`config.mk`:
```
export PLATFORM = sky130hd
export DESIGN_NAME = comparator_bist_flat
export DESIGN_NICKNAME = d
export VERILOG_FILES = /design/src/rtl/comparator_bist_pkg.sv /design/src/rtl/comparator_bist_if.sv /design/src/rtl/comparator_bist_golden.sv /design/src/rtl/comparator_bist.sv /design/src/flat_wrapper.sv
export SDC_FILE = /design/constraint.sdc
export NUM_CORES = 1
export LEC_CHECK = 0
export BUFFER_PORTS_ARGS = -buffer_cell sky130_fd_sc_hd__buf_2
export CORE_MARGIN = 1
export CORE_UTILIZATION = 37
export CTS_CLUSTER_SIZE = 10
export DETAILED_ROUTE_END_ITERATION = 8
export PLACE_DENSITY = 0.69
export SLEW_MARGIN = 20
export SYNTH_ARGS = -nofsm -noshare
export SYNTH_HDL_FRONTEND = slang
export SYNTH_HIERARCHICAL = 1
export SYNTH_SLANG_ARGS = --single-unit
export TNS_END_PERCENT = 20
```
`constraint.sdc`:
```
create_clock -name clk -period 1.7 [get_ports clk]
set_input_delay 0.34 -clock clk [delete_from_list [all_inputs] [get_ports clk]]
set_output_delay 0.34 -clock clk [all_outputs]
set_load 0.01 [all_outputs]
```
`src/rtl/comparator_bist_pkg.sv`:
```
// Shared types and the golden comparator function for the comparator BIST.
package comparator_bist_pkg;

  localparam int STATE_W = 3;
  localparam int MAX_W   = 32;

  typedef enum logic [STATE_W-1:0] {
    ST_IDLE   = 3'd0,
    ST_DRIVE  = 3'd1,
    ST_SETTLE = 3'd2,
    ST_CHECK  = 3'd3,
    ST_DONE   = 3'd4
  } state_t;

  // Golden {h,e,l}; operands are zero-extended to MAX_W by the caller, unsigned.
  function automatic logic [2:0] exp_hel(input logic [MAX_W-1:0] a, input logic [MAX_W-1:0] b);
    return {a > b, a == b, a < b};
  endfunction

endpackage

```
`src/rtl/comparator_bist_if.sv`:
```
// BIST <-> comparator connection: operands out, {h,e,l} results back.
interface comparator_bist_if #(parameter int WIDTH = 1);
  logic [WIDTH-1:0] a_o;
  logic [WIDTH-1:0] b_o;
  logic             h_i;
  logic             e_i;
  logic             l_i;

  modport master (output a_o, output b_o, input  h_i, input  e_i, input  l_i);
  modport slave  (input  a_o, input  b_o, output h_i, output e_i, output l_i);
endinterface

```
`src/rtl/comparator_bist_golden.sv`:
```
// Combinational reference {h,e,l} for the operands currently driven by the BIST.
module comparator_bist_golden
  import comparator_bist_pkg::*;
#(
  parameter int WIDTH = 1
) (
  input  logic [WIDTH-1:0] a_i,
  input  logic [WIDTH-1:0] b_i,
  output logic [2:0]       hel_o
);
  assign hel_o = exp_hel(MAX_W'(a_i), MAX_W'(b_i));
endmodule

```
`src/rtl/comparator_bist.sv`:
```
// Exhaustive sweep driver/checker for a magnitude comparator.
// Optional STOP_ON_FAIL_EN: end the sweep at the first mismatching vector.
module comparator_bist
  import comparator_bist_pkg::*;
#(
  parameter int WIDTH  = 1,
  parameter int SETTLE = 2,
  parameter int ERR_W  = 8
) (
  input  logic               clk,
  input  logic               rst_n,
  input  logic               start,
  comparator_bist_if.master  cmp,
  output logic               busy,
  output logic               done,
  output logic               pass,
  output logic [ERR_W-1:0]   err_cnt,
  output logic [WIDTH-1:0]   fail_a,
  output logic [WIDTH-1:0]   fail_b
);
  localparam int VW = 2 * WIDTH;
  localparam int SW = (SETTLE > 1) ? $clog2(SETTLE) : 1;

  state_t           state_q;
  logic [VW-1:0]    vec_q;
  logic [SW-1:0]    set_q;
  logic [WIDTH-1:0] a_q, b_q, fa_q, fb_q;
  logic [ERR_W-1:0] err_q;
  logic             busy_q, done_q, pass_q, ff_q;

  logic [2:0] hel_exp;
  logic       mismatch;
  logic       last_vec;

  comparator_bist_golden #(.WIDTH(WIDTH)) u_golden (
    .a_i   (a_q),
    .b_i   (b_q),
    .hel_o (hel_exp)
  );

  assign mismatch = ({cmp.h_i, cmp.e_i, cmp.l_i} != hel_exp);

  // Final vector is decoded explicitly so the sweep never relies on counter wrap.
`ifdef STOP_ON_FAIL_EN
  assign last_vec = (vec_q == '1) || mismatch;
`else
  assign last_vec = (vec_q == '1);
`endif

  always_ff @(posedge clk or negedge rst_n) begin
    if (!rst_n) begin
      state_q <= ST_IDLE;
      vec_q   <= '0;
      set_q   <= '0;
      a_q     <= '0;
      b_q     <= '0;
      fa_q    <= '0;
      fb_q    <= '0;
      err_q   <= '0;
      busy_q  <= 1'b0;
      done_q  <= 1'b0;
      pass_q  <= 1'b0;
      ff_q    <= 1'b0;
    end else begin
      done_q <= 1'b0;
      case (state_q)
        ST_IDLE: if (start) begin
          vec_q   <= '0;
          err_q   <= '0;
          fa_q    <= '0;
          fb_q    <= '0;
          pass_q  <= 1'b0;
          ff_q    <= 1'b0;
          busy_q  <= 1'b1;
          state_q <= ST_DRIVE;
        end
        ST_DRIVE: begin
          a_q     <= vec_q[VW-1:WIDTH];
          b_q     <= vec_q[WIDTH-1:0];
          set_q   <= '0;
          state_q <= ST_SETTLE;
        end
        ST_SETTLE: begin
          if (set_q == SW'(SETTLE - 1)) state_q <= ST_CHECK;
          else                          set_q   <= set_q + SW'(1);
        end
        ST_CHECK: begin
          if (mismatch) begin
            if (err_q != '1) err_q <= err_q + ERR_W'(1);
            if (!ff_q) begin
              ff_q <= 1'b1;
              fa_q <= a_q;
              fb_q <= b_q;
            end
          end
          if (last_vec) state_q <= ST_DONE;
          else begin
            vec_q   <= vec_q + VW'(1);
            state_q <= ST_DRIVE;
          end
        end
        ST_DONE: begin
          done_q  <= 1'b1;
          pass_q  <= (err_q == '0);
          busy_q  <= 1'b0;
          state_q <= ST_IDLE;
        end
        default: begin
          busy_q  <= 1'b0;
          state_q <= ST_IDLE;
        end
      endcase
    end
  end

  assign cmp.a_o = a_q;
  assign cmp.b_o = b_q;
  assign busy    = busy_q;
  assign done    = done_q;
  assign pass    = pass_q;
  assign err_cnt = err_q;
  assign fail_a  = fa_q;
  assign fail_b  = fb_q;

endmodule

```
`src/flat_wrapper.sv`:
```
// flat-port wrapper written by rule: the top's interface ports become plain ports
module comparator_bist_flat import comparator_bist_pkg::*;
#(
  parameter int WIDTH  = 1,
  parameter int SETTLE = 2,
  parameter int ERR_W  = 8
)
  (clk, rst_n, start, busy, done, pass, err_cnt, fail_a, fail_b, cmp_a_o, cmp_b_o, cmp_h_i, cmp_e_i, cmp_l_i);
  comparator_bist_if #(.WIDTH(WIDTH)) cmp_i ();
  input  logic clk;
  input  logic rst_n;
  input  logic start;
  output logic busy;
  output logic done;
  output logic pass;
  output logic [ERR_W-1:0] err_cnt;
  output logic [WIDTH-1:0] fail_a;
  output logic [WIDTH-1:0] fail_b;
  output wire logic [$bits(cmp_i.a_o)-1:0] cmp_a_o;
  output wire logic [$bits(cmp_i.b_o)-1:0] cmp_b_o;
  input wire logic [$bits(cmp_i.h_i)-1:0] cmp_h_i;
  input wire logic [$bits(cmp_i.e_i)-1:0] cmp_e_i;
  input wire logic [$bits(cmp_i.l_i)-1:0] cmp_l_i;
  assign cmp_a_o = cmp_i.a_o;
  assign cmp_b_o = cmp_i.b_o;
  assign cmp_i.h_i = cmp_h_i;
  assign cmp_i.e_i = cmp_e_i;
  assign cmp_i.l_i = cmp_l_i;
  comparator_bist #(.WIDTH(WIDTH), .SETTLE(SETTLE), .ERR_W(ERR_W)) u_core (.clk(clk), .rst_n(rst_n), .start(start), .cmp(cmp_i), .busy(busy), .done(done), .pass(pass), .err_cnt(err_cnt), .fail_a(fail_a), .fail_b(fail_b));
endmodule
```
==> flow_metrics.tcl, run 1 <==
set metrics [dict create \
    status "finished with violations" \
    failed_checks "negative setup slack" \
    clk_latency_ns 0.31 \
    power.density_nw_per_um2 1580 \
    placementRows 20 \
    synth.net_count 129 \
    nNetsFinal 168 \
    cts_tree "yes" \
    numCtsBuffers 3 \
    gp_congestion 0.833 \
    utilization_pct 51.9 \
    avgSynthCellArea_sq_um 10.1 \
    synthSimpleGateAreaFrac_pct 25.6 \
    antenna_found_initial 0 \
    vias 1064 \
    core_sq_um 3050 \
    startpoint_type "flop" \
    fill_cells 288 \
    rsz0062_at_grt "true" \
    dieArea_sq_um 3460 \
    yosysWarningCount 6 \
    antennaDiodeCount 0 \
    multi_input_area_sq_um 689 \
    min_period_over_period_pct 101 \
    max_freq_mhz 581 \
    static-leakage-power_nw 0.760 \
    drv_slew 0 \
    ff_latch_area_sq_um 552 \
    ys_types 36 \
    fin_ws_ns -0.0200 \
    setup_violations 3 \
    cp-end-kind "flop" \
    ios 21 \
    cts_buffer_depth 2 \
    worstMarginPinSlew_ns 0.496 \
    synthMuxAreaShare_pct 4.51 \
    gr-total-overflow 0 \
    worstPathMaxFanout 8 \
    worstPathRequired_ns 1.91 \
    port_buffers 20 \
    ys_ff_latch 22 \
    dp_hpwl_mm 2.04 \
    finalHoldViolations 0 \
    finalCriticalPeriod_ns 1.72 \
    finalWirelength_mm 2.65 \
    critPathKind "reg2reg" \
    drc 0 \
    syn_area_sq_um 1190 \
    die_w_um 58.8 \
    crit_arrival_ns 1.93 \
    grt_pass1_wl_mm 4.54 \
    maxSlewHeadroom_pct 66.9 \
    ant_nets 0 \
    cts_sinks 22 \
    path_clk_slew_ns 0.12 \
    dr.pass1.iters 4 \
    grt_pass1_vias 1064 \
    ir_drop_mv 0.533 \
    fp.dieH_um 58.8 \
    ctsRootBufferMaster "clkbuf_4" \
    drive_above_1_share_pct 36.5 \
    via_per_inst 5.32 \
    synth_top_family_by_area "simple AND/OR/NAND/NOR gates" \
    setup_tns_ns -0.0313 \
    routedWlPerCell_um 13.3 \
    synthXorXnorAreaFrac_pct 3.67 \
    htree_levels 1 \
    drtIter0Drc 50 \
    grt_start_max_net_pins 23 \
    ys_seq_area_share_pct 46.1 \
    syn_inst 118 \
    area_delta_synth_final_pct 32.8 \
    synthAdderAreaFrac_pct 5.24 \
    maxCapViolations 0 \
    skew_ns 0.00467 \
    start_util_pct 39.1 \
    synth_compound_area_share_pct 12.1 \
    gr-usage-all-layers_pct 17.2 \
    min_path_type "reg2reg" \
]
-- routing by layer --
layer  vias to the layer above  GRT usage [%]  share of wire (%)  routed length [um]
met3                         2           3.08                3.8                 100
met4                         0           5.78               0.79                  21
met1                       530           21.8                 44                1160
met5                         -              0                  0                   0
li1                        507              -                  -                   -
met2                        25           29.4                 52                1370
-- area by class of cell --
class,instances,share of cell area (%)
multi-input cells,88,43.5
flip-flops and latches,22,34.8
repair buffers,37,14.8
well taps,44,3.47
clock buffers,4,2.29
inverters,5,1.18
-- state kept, by name, summed over array words and instances, names as in the netlist --
name	count
u_core/done	1
u_core/fail_a	1
u_core/set_q	1
u_core/state_q	3
u_core/cmp.b_o	1
u_core/busy	1
u_core/vec_q	2
u_core/ff_q	1
u_core/cmp.a_o	1
u_core/fail_b	1
u_core/pass	1
u_core/err_cnt	8
-- where the power goes --
part           switching [W]  total [W]  internal [W]
clock network       0.000161   0.000292      0.000131
registers           0.000174   0.000865      0.000692
logic               0.000680    0.00135      0.000674
-- repair_timing --
item / in CTS / in global routing
hold endpoints to repair: 22 / 0
hold buffers: 1 / 0
pin swaps: 0 / 4
buffers inserted: 0 / 0
gates resized for setup: 4 / 2
setup endpoints to repair: 9 / 11
-- layout by cell type (no fill, tap or decap), types with 2 or more instances in the layout --
master / n
o211ai_1: 2
xnor2_1: 2
nand2_1: 9
mux2i_1: 2
nand3b_1: 2
o31ai_1: 2
nand3_2: 2
nand3_1: 12
or3_1: 2
buf_2: 20
dfrtp_1: 21
a21o_1: 3
and3_1: 2
a21oi_1: 2
or4b_1: 2
nor3_1: 3
o21ai_0: 4
mux2_2: 3
buf_4: 15
clkbuf_4: 3
a211o_1: 2
ha_1: 3
inv_1: 4
nor2_1: 7
-- critical path, stage by stage, from the launching register on --
cell and delay, ns:
dfrtp_2 0.45, ha_4 0.26, xor2_4 0.16, o31ai_4 0.25, buf_6 0.17, nor4b_2 0.05
a211o_1 0.28
-- cells by family (layout without fill, tap and decap cells) --
family,count (synthesis),after routing
AO/OA/AOI/OAI,20,20
XOR/XNOR,5,5
adder cells (fa/ha/maj),5,5
buffers and inverters,8,46
flip-flops,22,22
multiplexers,5,5
AND/OR/NAND/NOR,53,53
-- Yosys cell counts (all sizes together) --
cell | instances | area share (%)
a22o | 1 | 0.73
nand2 | 9 | 2.8
or2 | 1 | 0.52
o31ai | 3 | 2.3
nand3b | 2 | 1.3
mux2 | 3 | 2.8
nor4 | 1 | 0.52
xor2 | 3 | 2.2
or4 | 1 | 0.63
nand3 | 14 | 5.9
mux2i | 2 | 1.7
and3b | 1 | 0.73
nor4b | 3 | 3.5
a211o | 2 | 1.5
and2 | 1 | 0.52
or3 | 2 | 1.0
and3 | 2 | 1.0
o31a | 1 | 0.73
a21o | 3 | 1.9
or4b | 2 | 1.7
nand2b | 1 | 0.52
o211ai | 2 | 1.3
nor3b | 1 | 0.63
a21oi | 3 | 1.3
nand4 | 1 | 0.52
o21ai | 4 | 1.7
xnor2 | 2 | 1.5
nor2 | 8 | 2.5
o22a | 1 | 0.73
dfrtp | 22 | 46
inv | 5 | 1.6
ha | 5 | 5.2
buf | 3 | 1.3
nor3 | 3 | 1.3
-- through the flow --
stage | hold WS, ns | total power [W] | instance area, sq um | worst slack, ns | std cells
after global routing | 0.531 | 0.00270 | 1590 | -0.0594 | 200
final | 0.498 | 0.00251 | 1590 | -0.0200 | 200
after global placement | 0.325 | 0.00214 | 1510 | -0.0237 | 195
after detailed placement | 0.336 | 0.00219 | 1510 | -0.0614 | 195
after CTS | 0.501 | 0.00253 | 1580 | -0.0246 | 200
after floorplan | 0.0444 | 0.00169 | 1250 | -0.0170 | 118
-- worst paths after layout --
check	from	end	slack [ns]	depth (start not counted)
max	u_core/cmp.b_o	u_core/err_cnt[2]	-0.02	6
min	u_core/busy	u_core/busy	0.50	1
max reg2reg	u_core/cmp.b_o	u_core/err_cnt[2]	-0.02	6
min reg2reg	u_core/busy	u_core/busy	0.50	1
max in group asynchronous	rst_n	u_core/cmp.b_o	0.83	2
min in group asynchronous	rst_n	u_core/err_cnt[3]	0.52	2
(Power assumes the default switching activity.)
==> inputs of run 2 (changes only) <==
--- a/config.mk
+++ b/config.mk
@@ -5,6 +5,7 @@
 export SDC_FILE = /design/constraint.sdc
 export NUM_CORES = 1
 export LEC_CHECK = 0
+export ABC_AREA = 1
 export BUFFER_PORTS_ARGS = -buffer_cell sky130_fd_sc_hd__buf_2
 export CORE_MARGIN = 1
 export CORE_UTILIZATION = 37
==> flow_metrics.tcl, run 2 <==
set metrics [dict create \
    synth.most_common_cell "nand2_1" \
    clk_latency_ns 0.31 \
    dp_hpwl_mm 1.69 \
    maxSlewHeadroom_pct 66.8 \
    fill_cells 336 \
    finalHoldViolations 0 \
    syn_inst 152 \
    numCtsBuffers 3 \
    skew_ns 0.00851 \
    crit_arrival_ns 1.73 \
    finalCriticalPeriod_ns 1.53 \
    vias 1009 \
    worst_path_max_delay_cell "dfrtp_1" \
    gr-usage-all-layers_pct 14.4 \
    area_delta_synth_final_pct 19.1 \
    maxCapViolations 0 \
    grt_start_max_net_pins 23 \
    reg2reg_from "u_core/cmp.a_o" \
    synth.net_count 163 \
    drive_above_1_share_pct 20.8 \
    gp_congestion 0.794 \
    max_stage_delay_ns 0.42 \
    setup_violations 0 \
    ys_seq_area_share_pct 46.1 \
    grt_pass1_vias 870 \
    yosysTopAreaCellShare_pct 46.1 \
    ys_types 21 \
    power.density_nw_per_um2 1480 \
    drtIter0Drc 44 \
    port_buffers 20 \
    min_path_type "in2reg" \
    synth_flop_cell "dfrtp_1" \
    rr_endpoint "u_core/err_cnt[3]" \
    cts_setup_buffers 0 \
    reg2regPathDepth 11 \
    utilization_pct 46.6 \
    nNetsFinal 190 \
    synthMuxAreaShare_pct 0 \
    gr-total-overflow 0 \
    cp-end-kind "flop" \
    static-leakage-power_nw 0.781 \
    cts_buffer_depth 2 \
    finalWirelength_mm 2.23 \
    p_total_w 0.00210 \
    via_per_inst 4.55 \
    worstPathMaxFanout 5 \
    synthSimpleGateAreaFrac_pct 35.1 \
    synth-edff-count 0 \
    syn_area_sq_um 1190 \
    ys_ff_latch 22 \
    min_period_over_period_pct 89.8 \
    core_sq_um 3050 \
    crit_path_end "u_core/err_cnt[3]" \
    dieArea_sq_um 3460 \
    drc 0 \
    synth.area.top_cells "dfrtp_1 46%, nand2_1 17%, inv_1 6.0%" \
    hold_ws_ns 0.369 \
    fp.dieH_um 58.8 \
    holdCritStartpoint "start" \
    rrSetupSlack_ns 0.17 \
    synth_top_area_cell "dfrtp_1" \
    path_clk_slew_ns 0.13 \
    synth_top_family_by_area "simple AND/OR/NAND/NOR gates" \
    crit_top_cell "nand2_1" \
    die_w_um 58.8 \
    worstPathRequired_ns 1.91 \
    ys_async_sr_fraction_pct 100 \
    avgSynthCellArea_sq_um 7.85 \
    cts_sinks 22 \
    largest_register_ffs 8 \
    worstMarginPinSlew_ns 0.498 \
    routedWlPerCell_um 10.0 \
    antenna_found_initial 0 \
    crit_chain "inv_1 -> ha_1 -> inv_1 -> nand2_1 -> nand2_1 -> nor2_2 -> nand2_1 -> nand3_1 -> inv_1 -> nand2_1 -> nand2_1" \
    startpoint_type "flop" \
    synthAdderAreaFrac_pct 5.24 \
    start_util_pct 39.1 \
    ir_drop_mv 0.586 \
    crit_path_start "u_core/cmp.a_o" \
    layout_commonest_cell "nand2_1" \
    dr.pass1.iters 4 \
    layout_common_cells "53 x nand2_1, 22 x dfrtp_1, 20 x buf_2, 19 x inv_1" \
    drv_slew 0 \
    netlist_top_cells_count "53 x nand2_1, 22 x dfrtp_1, 19 x inv_1" \
    placementRows 20 \
    yosysWarningCount 6 \
    synth_compound_area_share_pct 3.98 \
    ctsRootBufferMaster "clkbuf_4" \
    antennaDiodeCount 0 \
    max_freq_mhz 655 \
    cts_tree "yes" \
    ios 21 \
    ant_nets 0 \
    setup_tns_ns 0 \
    status "completed" \
    htree_levels 1 \
    synthXorXnorAreaFrac_pct 2.94 \
    grt_pass1_wl_mm 3.82 \
    critPathKind "reg2reg" \
    rsz0062_at_grt "false" \
]
## run 2: logic make-up after synthesis
family | Yosys count
simple gates | 91
flops | 22
buf+inv | 21
compound gates | 9
fa+ha+maj | 5
xor+xnor | 4
## run 2: cell type report
class                   instances  area (sq um)  area share (%)
flip-flops and latches         22           551            38.7
clock inverters                 1          30.0            2.11
inverters                      21          78.8            5.55
clock buffers                   3          22.5            1.58
multi-input cells             109           567            39.9
repair buffers                 22           118            8.27
well taps                      44          55.1            3.87
## run 2: worst min-delay path by stage
stage	cells after the start	slack, ns	to
after floorplan	0	0.04	u_core/busy
after global placement	1	0.34	u_core/fail_b
after detailed placement	1	0.34	u_core/cmp.b_o
after CTS	3	0.36	u_core/state_q[0]
after global routing	3	0.36	u_core/state_q[0]
final	3	0.37	u_core/state_q[0]
## run 2: timing repair
item | 4_1_cts | 5_1_grt
setup endpoints to repair | 0 | 2
hold buffers | 1 | 0
endpoints found under the hold margin | 13 | 0
gates resized for setup | 0 | 1
## run 2: critical path, delay by kind of cell (launching register included)
kind	cells	cell delay (ns)
and+or+nand+nor	7	0.52
adders and majority gates	1	0.29
DFF	1	0.42
buffers and inverters	3	0.20
## run 2: per-stage QoR
stage,instances,setup WS (ns),area [sq um]
6_report,222,0.173,1420
5_1_grt,222,0.0417,1420
4_1_cts,222,0.144,1420
3_5_place_dp,217,0.172,1360
3_3_place_gp,217,0.195,1360
2_1_floorplan,152,0.258,1190
## run 2: power breakdown
part / internal [W] / switching (W) / total [W]
Sequential: 0.000675 / 0.000139 / 0.000814
Combinational: 0.000326 / 0.000559 / 0.000885
Clock: 0.000238 / 0.000162 / 0.000400
## run 2: routing by layer
layer  vias to the layer above  global-route usage (%)  share of wire, %
met4                         0                    4.08              0.36
met2                        15                    21.9                43
li1                        534                       -                 -
met5                         -                       0                 0
met3                         2                    1.98               3.7
met1                       458                    21.4                53
==> inputs of run 3 (changes only) <==
--- a/config.mk
+++ b/config.mk
@@ -7,11 +7,13 @@
 export LEC_CHECK = 0
 export ABC_AREA = 1
 export BUFFER_PORTS_ARGS = -buffer_cell sky130_fd_sc_hd__buf_2
+export CELL_PAD_IN_SITES_DETAIL_PLACEMENT = 0
+export CELL_PAD_IN_SITES_GLOBAL_PLACEMENT = 2
 export CORE_MARGIN = 1
-export CORE_UTILIZATION = 37
+export CORE_UTILIZATION = 28
 export CTS_CLUSTER_SIZE = 10
 export DETAILED_ROUTE_END_ITERATION = 8
-export PLACE_DENSITY = 0.69
+export PLACE_DENSITY = 0.83
 export SLEW_MARGIN = 20
 export SYNTH_ARGS = -nofsm -noshare
 export SYNTH_HDL_FRONTEND = slang
==> flow_metrics.tcl, run 3 (synthesis gave the netlist of run 2 again) <==
set metrics [dict create \
    status "completed" \
    dr.pass1.iters 4 \
    routedWlPerCell_um 11.2 \
    grt_start_max_net_pins 23 \
    path_clk_slew_ns 0.08 \
    start_util_pct 29.4 \
    drc 0 \
    dp_hpwl_mm 1.93 \
    combPwrFrac_pct 41.4 \
    worstPathRequired_ns 1.86 \
    drive_above_1_share_pct 21.3 \
    rsz0062_at_grt "false" \
    gr-total-overflow 0 \
    cts_tree "yes" \
    drtIter0Drc 37 \
    pre_cts_slack_ns 0.139 \
    numCtsBuffers 3 \
    grt_pass1_wl_mm 4.10 \
    cp-end-kind "flop" \
    via_per_inst 4.40 \
    port_buffers 20 \
    p_int_w 0.00133 \
    power.density_nw_per_um2 1530 \
    core_sq_um 4060 \
    fp.dieH_um 67.3 \
    dieArea_sq_um 4530 \
    setup_violations 0 \
    max_freq_mhz 656 \
    setup_tns_ns 0 \
    clk_latency_ns 0.26 \
    static-leakage-power_nw 0.790 \
    max_stage_delay_ns 0.38 \
    critPathKind "reg2reg" \
    antennaDiodeCount 0 \
    seqPwrFrac_pct 36.8 \
    min_period_over_period_pct 89.6 \
    crit_arrival_ns 1.68 \
    finalHoldViolations 0 \
    fill_cells 427 \
    worstMarginPinSlew_ns 0.514 \
    finalWirelength_mm 2.55 \
    nNetsFinal 190 \
    finalCriticalPeriod_ns 1.52 \
    antenna_found_initial 0 \
    layout_commonest_cell "nand2_1" \
    worstPathMaxFanout 5 \
    cts_sinks 22 \
    skew_ns 0.00454 \
    reg2regPathDepth 11 \
    gp_congestion 0.763 \
    die_w_um 67.3 \
    htree_levels 1 \
    largest_register_ffs 8 \
    layout_common_cells "53 x nand2_1, 22 x dfrtp_1, 20 x buf_2, 19 x inv_1" \
    cts_buffer_depth 2 \
    ios 21 \
    gr-usage-all-layers_pct 12.4 \
    worst_path_max_delay_cell "dfrtp_1" \
    ant_nets 0 \
    place_inst 223 \
    drv_slew 0 \
    grt_pass1_vias 936 \
    area_delta_synth_final_pct 21.1 \
    fin_ws_ns 0.176 \
    vias 1004 \
    p_switching_w 0.000886 \
    fin_cells 228 \
    ctsRootBufferMaster "clkbuf_8" \
    maxSlewHeadroom_pct 65.7 \
    crit_chain "inv_1 -> ha_1 -> inv_1 -> nand2_1 -> nand2_1 -> nor2_2 -> nand2_1 -> nand3_1 -> inv_1 -> nand2_1 -> nand2_1" \
    min_path_type "in2async" \
    crit_top_cell "nand2_1" \
    maxCapViolations 0 \
    startpoint_type "flop" \
    clockPowerShare_pct 21.8 \
    placementRows 23 \
    swShare_pct 40.0 \
    ir_drop_mv 0.521 \
]
run 3: cell count changes in the layout (fill, tap and decap cells not counted), sizes merged:
cell / change
dlygate4sd3: -1
buf: +1
run 3: worst paths after layout:
path | start | end | slack, ns
min in group clk | start | u_core/state_q[0] | 0.43
worst max-delay path | u_core/cmp.a_o | u_core/err_cnt[2] | 0.18
worst min register to register | u_core/fail_b | u_core/fail_b | 0.47
worst max register to register | u_core/cmp.a_o | u_core/err_cnt[2] | 0.18
worst min-delay path | rst_n | u_core/err_cnt[0] | 0.04
max in group asynchronous | rst_n | u_core/state_q[0] | 1.31
run 3: metrics by stage:
step	total power (W)	utilization, %	hold WS (ns)	area, sq um
floorplan	0.00145	-	0.0444	1190
global route	0.00240	35.6	0.0737	1450
CTS	0.00223	35.4	0.0589	1440
finish	0.00221	35.6	0.0434	1450
detailed placement	0.00173	33.6	0.352	1360
global placement	0.00170	33.6	0.340	1360
run 3: layout make-up:
class	count	area, sq um	area share [%]
Clock buffer	3	41.3	2.86
Clock inverter	1	30.0	2.08
Inverter	21	78.8	5.45
Multi-Input combinational cell	109	567	39.2
Sequential cell	22	551	38.1
Tap cell	50	62.6	4.33
Timing Repair Buffer	22	115	7.97
run 3: repair_timing:
item	CTS	global route
setup endpoints to repair	0	6
hold buffers	0	0
gates resized for setup	0	1
buffers inserted	0	1
run 3: power by group through the flow:
stage               combinational [W]  sequential (W)  clock (W)
floorplan                    0.000603        0.000842          0
global placement             0.000881        0.000814          0
detailed placement           0.000906        0.000826          0
CTS                          0.000912        0.000817   0.000505
global route                  0.00104        0.000838   0.000523
finish                       0.000917        0.000814   0.000484
run 3: worst max-delay path: cells and delay by family, from the launching register on:
family / cells / cell delay, ns
fa+ha+maj: 1 / 0.29
buf+inv: 3 / 0.20
flops: 1 / 0.38
simple gates: 7 / 0.54
run 3: metal layers:
layer / GRT usage, % / share of wire [%] / vias to the layer above
met4: 5.59 / 0.67 / 0
met3: 2.03 / 3.0 / 2
met2: 21.5 / 51 / 13
li1: - / - / 527
met5: 0 / 0 / -
met1: 14.9 / 45 / 462
